===== config.mk =====
export PLATFORM = sky130hd
export DESIGN_NAME = stream_boot_loader
export DESIGN_NICKNAME = d
export VERILOG_FILES = /design/src/rtl/boot_loader_pkg.sv /design/src/rtl/word_assembler.sv /design/src/rtl/stream_boot_loader.sv
export SDC_FILE = /design/constraint.sdc
export NUM_CORES = 1
export LEC_CHECK = 0
export BUFFER_PORTS_ARGS = -buffer_cell sky130_fd_sc_hd__buf_2
export CAP_MARGIN = 20
export CELL_PAD_IN_SITES_DETAIL_PLACEMENT = 1
export CELL_PAD_IN_SITES_GLOBAL_PLACEMENT = 1
export CORE_MARGIN = 3
export CORE_UTILIZATION = 40
export DETAILED_ROUTE_END_ITERATION = 12
export GPL_ROUTABILITY_DRIVEN = 0
export PLACE_DENSITY_LB_ADDON = 0.3
export SLEW_MARGIN = 5
export SYNTH_ARGS = -nofsm -noshare
export SYNTH_HDL_FRONTEND = slang
export SYNTH_SLANG_ARGS = --single-unit

===== constraint.sdc =====
create_clock -name clk -period 2.9 [get_ports clk]
set_clock_uncertainty 0.1 [all_clocks]
set_input_delay 0.87 -clock clk [delete_from_list [all_inputs] [get_ports clk]]
set_output_delay 0.87 -clock clk [all_outputs]
set_load 0.05 [all_outputs]

===== src/rtl/boot_loader_pkg.sv =====
// Shared definitions for the stream boot loader.
// Contents: loader state encoding, RAM access-size code and frame field sizes.
package boot_loader_pkg;

   typedef enum logic [2:0] {
      HDR   = 3'd0,
      DATA  = 3'd1,
      WRITE = 3'd2,
      CSUM  = 3'd3,
      DONE  = 3'd4,
      ERR   = 3'd5
   } state_t;

   // RAM data_size code for a full 32-bit access
   localparam logic [1:0] DATA_SIZE_WORD = 2'b11;

   // Frame field sizes in bytes; header, payload words and checksum are all one word
   localparam int WORD_BYTES = 4;
   localparam int HDR_BYTES  = WORD_BYTES;
   localparam int CSUM_BYTES = WORD_BYTES;

endpackage


===== src/rtl/word_assembler.sv =====
// Little-endian byte-to-word assembler shared by header, payload and checksum.
// Ports:
//   clk        - system clock
//   clear      - synchronous clear of the byte counter and partial word
//   push       - a byte is accepted this cycle
//   data_byte  - the byte being accepted
//   word       - assembled word including the byte currently being pushed
//   word_valid - one-cycle pulse when the 4th byte of a word is pushed
module word_assembler
   import boot_loader_pkg::*;
(
   input  logic        clk,
   input  logic        clear,
   input  logic        push,
   input  logic [7:0]  data_byte,
   output logic [31:0] word,
   output logic        word_valid
);

   localparam logic [1:0] LAST_BYTE = 2'(WORD_BYTES - 1);

   logic [1:0]  count_r;
   logic [23:0] shift_r;

   // Byte counter and the three earlier bytes of the word in flight
   always_ff @(posedge clk) begin
      if (clear) begin
         count_r <= 2'd0;
         shift_r <= 24'd0;
      end else if (push) begin
         count_r <= count_r + 2'd1;
         shift_r <= {data_byte, shift_r[23:8]};
      end else begin
         count_r <= count_r;
         shift_r <= shift_r;
      end
   end

   // The word is offered combinationally on the 4th byte so the consumer can
   // register it on the very edge that accepts that byte.
   assign word       = {data_byte, shift_r};
   assign word_valid = push && (count_r == LAST_BYTE);

endmodule


===== src/rtl/stream_boot_loader.sv =====
// Boot-time loader: consumes a framed byte stream (word count, little-endian
// payload words, additive checksum), writes the payload into RAM and releases
// the CPU reset only when the checksum matches.
// Ports:
//   clk, rst                 - clock and synchronous active-high reset
//   in_valid/in_data/in_ready - byte stream handshake
//   address/data_input       - RAM write address and data
//   cs/we/oe/data_size       - RAM controls (oe always 0, word-sized access)
//   mem_done                 - RAM write completion
//   loading                  - RAM mux select, 1 while the loader owns RAM
//   cpu_rst                  - core reset, held until a verified image
//   finished/error           - load ended / load failed
module stream_boot_loader #(
   parameter logic [31:0] LOAD_BASE = 32'h0000_0000,
   parameter int          MAX_WORDS = 4096
) (
   input  logic        clk,
   input  logic        rst,
   input  logic        in_valid,
   input  logic [7:0]  in_data,
   output logic        in_ready,
   output logic [31:0] address,
   output logic [31:0] data_input,
   output logic        cs,
   output logic        we,
   output logic        oe,
   output logic [1:0]  data_size,
   input  logic        mem_done,
   output logic        loading,
   output logic        cpu_rst,
   output logic        finished,
   output logic        error
);
   import boot_loader_pkg::*;

   localparam int IDX_W = $clog2(MAX_WORDS + 1);

   state_t             state_r, state_s;
   logic [IDX_W-1:0]   idx_r, idx_s;
   logic [IDX_W-1:0]   n_r, n_s;
   logic [31:0]        sum_r, sum_s;
   logic [31:0]        data_s;
   logic [31:0]        word_s;
   logic               word_valid_s;
   logic               push_s;

   // in_ready is only high in collect states, so a push always belongs to one
   assign push_s = in_valid && in_ready;

   word_assembler u_asm (
      .clk        (clk),
      .clear      (rst),
      .push       (push_s),
      .data_byte  (in_data),
      .word       (word_s),
      .word_valid (word_valid_s)
   );

   assign oe        = 1'b0;
   assign data_size = DATA_SIZE_WORD;

   // Next-state and next datapath values
   always_comb begin
      state_s = state_r;
      idx_s   = idx_r;
      n_s     = n_r;
      sum_s   = sum_r;
      data_s  = data_input;
      case (state_r)
         HDR: begin
            if (word_valid_s) begin
               if (word_s == 32'd0) begin
                  n_s     = {IDX_W{1'b0}};
                  state_s = CSUM;
               end else if (word_s > 32'(MAX_WORDS)) begin
                  state_s = ERR;
               end else begin
                  n_s     = word_s[IDX_W-1:0];
                  state_s = DATA;
               end
            end else begin
               state_s = HDR;
            end
         end
         DATA: begin
            if (word_valid_s) begin
               data_s  = word_s;
               state_s = WRITE;
            end else begin
               state_s = DATA;
            end
         end
         WRITE: begin
            if (mem_done) begin
               sum_s = sum_r + data_input;
               idx_s = idx_r + IDX_W'(1);
               if (idx_s == n_r) begin
                  state_s = CSUM;
               end else begin
                  state_s = DATA;
               end
            end else begin
               state_s = WRITE;
            end
         end
         CSUM: begin
            if (word_valid_s) begin
               if (word_s == sum_r) begin
                  state_s = DONE;
               end else begin
                  state_s = ERR;
               end
            end else begin
               state_s = CSUM;
            end
         end
         DONE:    state_s = DONE;
         ERR:     state_s = ERR;
         default: state_s = ERR;
      endcase
   end

   // State, counters and registered outputs; outputs follow the next state so
   // they change on the same edge as the transition.
   always_ff @(posedge clk) begin
      if (rst) begin
         state_r    <= HDR;
         idx_r      <= {IDX_W{1'b0}};
         n_r        <= {IDX_W{1'b0}};
         sum_r      <= 32'd0;
         in_ready   <= 1'b0;
         cs         <= 1'b0;
         we         <= 1'b0;
         address    <= LOAD_BASE;
         data_input <= 32'd0;
         loading    <= 1'b1;
         cpu_rst    <= 1'b1;
         finished   <= 1'b0;
         error      <= 1'b0;
      end else begin
         state_r    <= state_s;
         idx_r      <= idx_s;
         n_r        <= n_s;
         sum_r      <= sum_s;
         in_ready   <= (state_s == HDR) || (state_s == DATA) || (state_s == CSUM);
         cs         <= (state_s == WRITE);
         we         <= (state_s == WRITE);
         address    <= LOAD_BASE + (32'(idx_s) << 2'd2);
         data_input <= data_s;
         loading    <= !((state_s == DONE) || (state_s == ERR));
         cpu_rst    <= (state_s != DONE);
         finished   <= (state_s == DONE) || (state_s == ERR);
         error      <= (state_s == ERR);
      end
   end

endmodule


==> impl_metrics.env <==
export IMPL_status="finished, final reports clean"
export IMPL_critPathSlowestCell="o41ai_1"
export IMPL_required_ns=3.08
export IMPL_dp_worst_setup_slack_ns=0.0405
export IMPL_grt_max_degree=126
export IMPL_total_power_mw=4.30
export IMPL_synthCells=908
export IMPL_critPathLaunchType="flip-flop"
export IMPL_path_clk_slew_ns=0.06
export IMPL_h_tree_depth=4
export IMPL_cap_viol_max_count=0
export IMPL_routed_via_density=5.58
export IMPL_yosys_most_used_dff="dfxtp_1"
export IMPL_path_max_fanout=4
export IMPL_grt_total_usage_pct=23.3
export IMPL_die_h_um=139
export IMPL_drt_iter0_drc=367
export IMPL_tightest_slew_ns=0.602
export IMPL_nets=1015
export IMPL_die_area_sq_um=19400
export IMPL_clockBufferDepth=2
export IMPL_final_min_clock_period_ns=2.83
export IMPL_die_w_um=139
export IMPL_synthToLayoutAreaGrowth_pct=17.7
export IMPL_slew_headroom_pct=59.9
export IMPL_ys_warn_count=0
export IMPL_ys_seq_elements=125
export IMPL_synth_cell_types=62
export IMPL_async_flop_share_pct=0
export IMPL_synth_top_area_share_pct=35.3
export IMPL_end_kind="flip-flop"
export IMPL_grt_pass1_vias=6755
export IMPL_grt_pass1_wl_um=36400
export IMPL_critical_path_cell_count=12
export IMPL_cts_tree="done"
export IMPL_synth_edff_count=0
export IMPL_diodes=0
export IMPL_drc_errors=0
export IMPL_slew_violations=0
export IMPL_setup_viol=0
export IMPL_cp_cell_sequence="ha_2, inv_1, fa_2, nor2b_1, o211a_1, o21bai_4, a311o_1, buf_4, nand2_1, a21o_1, a211oi_1, o41ai_1"
export IMPL_overflow=0
export IMPL_reg2reg_depth=12
export IMPL_synth_seq_area_share_pct=35.3
export IMPL_synth_top_area_cell="dfxtp_1"
export IMPL_ant_nets=0
export IMPL_fin_crit_sh_pct=97.5
export IMPL_routedWlPerCell_um=19.1
export IMPL_vdd_drop_max_mv=0.454
export IMPL_rows=48
export IMPL_cts_sinks=125
export IMPL_path_delay_family="compound AO/OA/AOI/OAI gates"
export IMPL_clkLatencyLatePin_ns=0.43
export IMPL_cp_slowest_stage_delay_ns=0.40
export IMPL_start_util_pct=40.9
export IMPL_placement_io_buffers=63
export IMPL_hold_class="flip-flop to flip-flop"
export IMPL_power_density_nw_per_um2=515
export IMPL_ys_top_cells_by_area="dfxtp_1 35%, nand2_1 9.7%, a21oi_1 7.5%"
export IMPL_critical_path_class="flip-flop to flip-flop"
export IMPL_syn_avg_cell_area_sq_um=7.82
export IMPL_cp_endpoint="sum_r[22]"
export IMPL_coreArea_sq_um=17400
export IMPL_crit_arrival_ns=3.01
export IMPL_total_leakage_power_nw=3.54
export IMPL_ctsHoldBuffers=0
export IMPL_num_vias=6732
export IMPL_wl_um=23000
export IMPL_cts_root_buf="clkbuf_16"
export IMPL_path_buf_inv=2
export IMPL_cts_buffers=17
export IMPL_drive_gt1_share_pct=14.3
export IMPL_max_freq_mhz=354
export IMPL_ios=86
export IMPL_rr_endpoint="sum_r[22]"
export IMPL_antenna_found_initial=0
export IMPL_worst_slack_ns=0.0739
export IMPL_finalHoldViolCount=0
export IMPL_r2r_slack_ns=0.07
export IMPL_drt_pass1_iterations=4
export IMPL_netlist_area_sq_um=7100
export IMPL_worstReg2RegStart="data_input[0]"
export IMPL_dpl_hpwl_um=15800
export IMPL_crit_path_start="data_input[0]"
[routing by layer]
layer / up-vias / GRT usage [%] / wire length [um]
li1: 3239 / - / -
met1: 3303 / 31.1 / 10700
met2: 158 / 38.7 / 10900
met3: 32 / 4.40 / 955
met4: 0 / 6.39 / 410
met5: - / 0 / 0
[power by group]
group	total, mW	switching [mW]	internal, mW
logic	0.186	0.150	0.0359
registers	1.74	0.0149	1.73
clock network	2.37	0.852	1.52
total	4.30	1.02	3.29
[cells in the mapped netlist, drive strengths merged (3+ instances only)]
cell type and count:
or3 6, buf 32, o41ai 3, xor2 35, o311ai 5, a21boi 5
clkbuf 39, nor4b 4, o21a 5, a21oi 108, o21ai 23, dfxtp 125
nand4b 5, a211o 4, nor2b 5, xnor2 37, nand4 13, nor2 52
ha 33, mux2i 13, inv 14, and3 11, a21o 20, nor3 22
and2 8, nor4 16, a31oi 6, nand3 32, nand3b 6, nand2 185
a211oi 4, nand2b 3
[state kept, by name, summed over array words and instances (netlist names)]
name / flops
cpu_rst: 1
data_input: 32
error: 1
finished: 1
idx_r: 13
in_ready: 1
loading: 1
n_r: 13
state_r: 3
sum_r: 32
u_asm.count_r: 2
u_asm.shift_r: 24
we: 1
[what timing repair did]
item | 4_1_cts | 5_1_grt
setup buffers | 0 | 4
setup endpoints to repair | 0 | 6
gates resized for setup | 0 | 8
[kinds of logic after synthesis]
kind of cell | count (synthesis) | share of synthesized area (%)
buffers and inverters | 86 | 5.94
muxes | 14 | 1.99
AOI/OAI and AO/OA | 200 | 17.2
and+or+nand+nor | 375 | 24.5
adders and majority gates | 34 | 6.10
other | 2 | 0.106
DFF | 125 | 35.3
xor gates and xnor gates | 72 | 8.88
[cell type report]
type,instances,area [sq um]
inverters,15,56.3
well taps,225,282
fillers,2129,9000
repair buffers,93,581
flip-flops and latches,125,2510
clock inverters,14,218
multi-input cells,717,4290
clock buffers,17,425
[worst min-delay path by stage]
stage / startpoint / end / slack (ns) / depth (start not counted)
global route: u_asm.count_r[1] / u_asm.count_r[1] / 0.38 / 2
global placement: u_asm.count_r[1] / u_asm.count_r[1] / 0.35 / 2
CTS: u_asm.count_r[1] / u_asm.count_r[1] / 0.37 / 2
finish: u_asm.count_r[1] / u_asm.count_r[1] / 0.37 / 2
detailed placement: u_asm.count_r[1] / u_asm.count_r[1] / 0.36 / 2
floorplan: u_asm.count_r[1] / u_asm.count_r[1] / 0.34 / 2
[cell usage in the layout (no fill, tap or decap), types with 6 or more instances in the layout]
cell type	synthesis	final
or3_1	6	6
mux2i_1	13	13
nor3_1	22	22
o21ai_1	8	8
inv_1	14	14
and3_1	11	11
conb_1	2	22
a21oi_1	106	105
buf_2	4	62
a31oi_1	6	6
nor2_1	52	52
o21ai_0	15	15
nand3b_1	6	6
and2_1	8	8
nand3_1	31	31
nand2_1	184	183
xnor2_1	37	37
ha_1	33	32
a21o_1	20	20
nor4_1	16	16
buf_4	25	28
dfxtp_1	125	122
clkbuf_16	0	17
xor2_1	35	35
nand4_1	13	13
[tightest hold or removal path: stages (launching register included)]
cell and delay [ns]:
dfxtp_1 0.31, nand2_1 0.06, a21oi_1 0.06
[metrics by stage]
stage	instance area (sq um)	hold WS [ns]	TNS, ns	instances	util (%)
after floorplan	7180	0.340	0	928	-
after global placement	7650	0.347	0	1171	44.1
after detailed placement	7650	0.358	0	1171	44.1
after CTS	8290	0.367	0	1202	47.8
after global routing	8360	0.381	-0.0465	1206	48.1
final	8360	0.371	0	1206	48.1
Note: power is estimated with default switching activity, not from simulation.
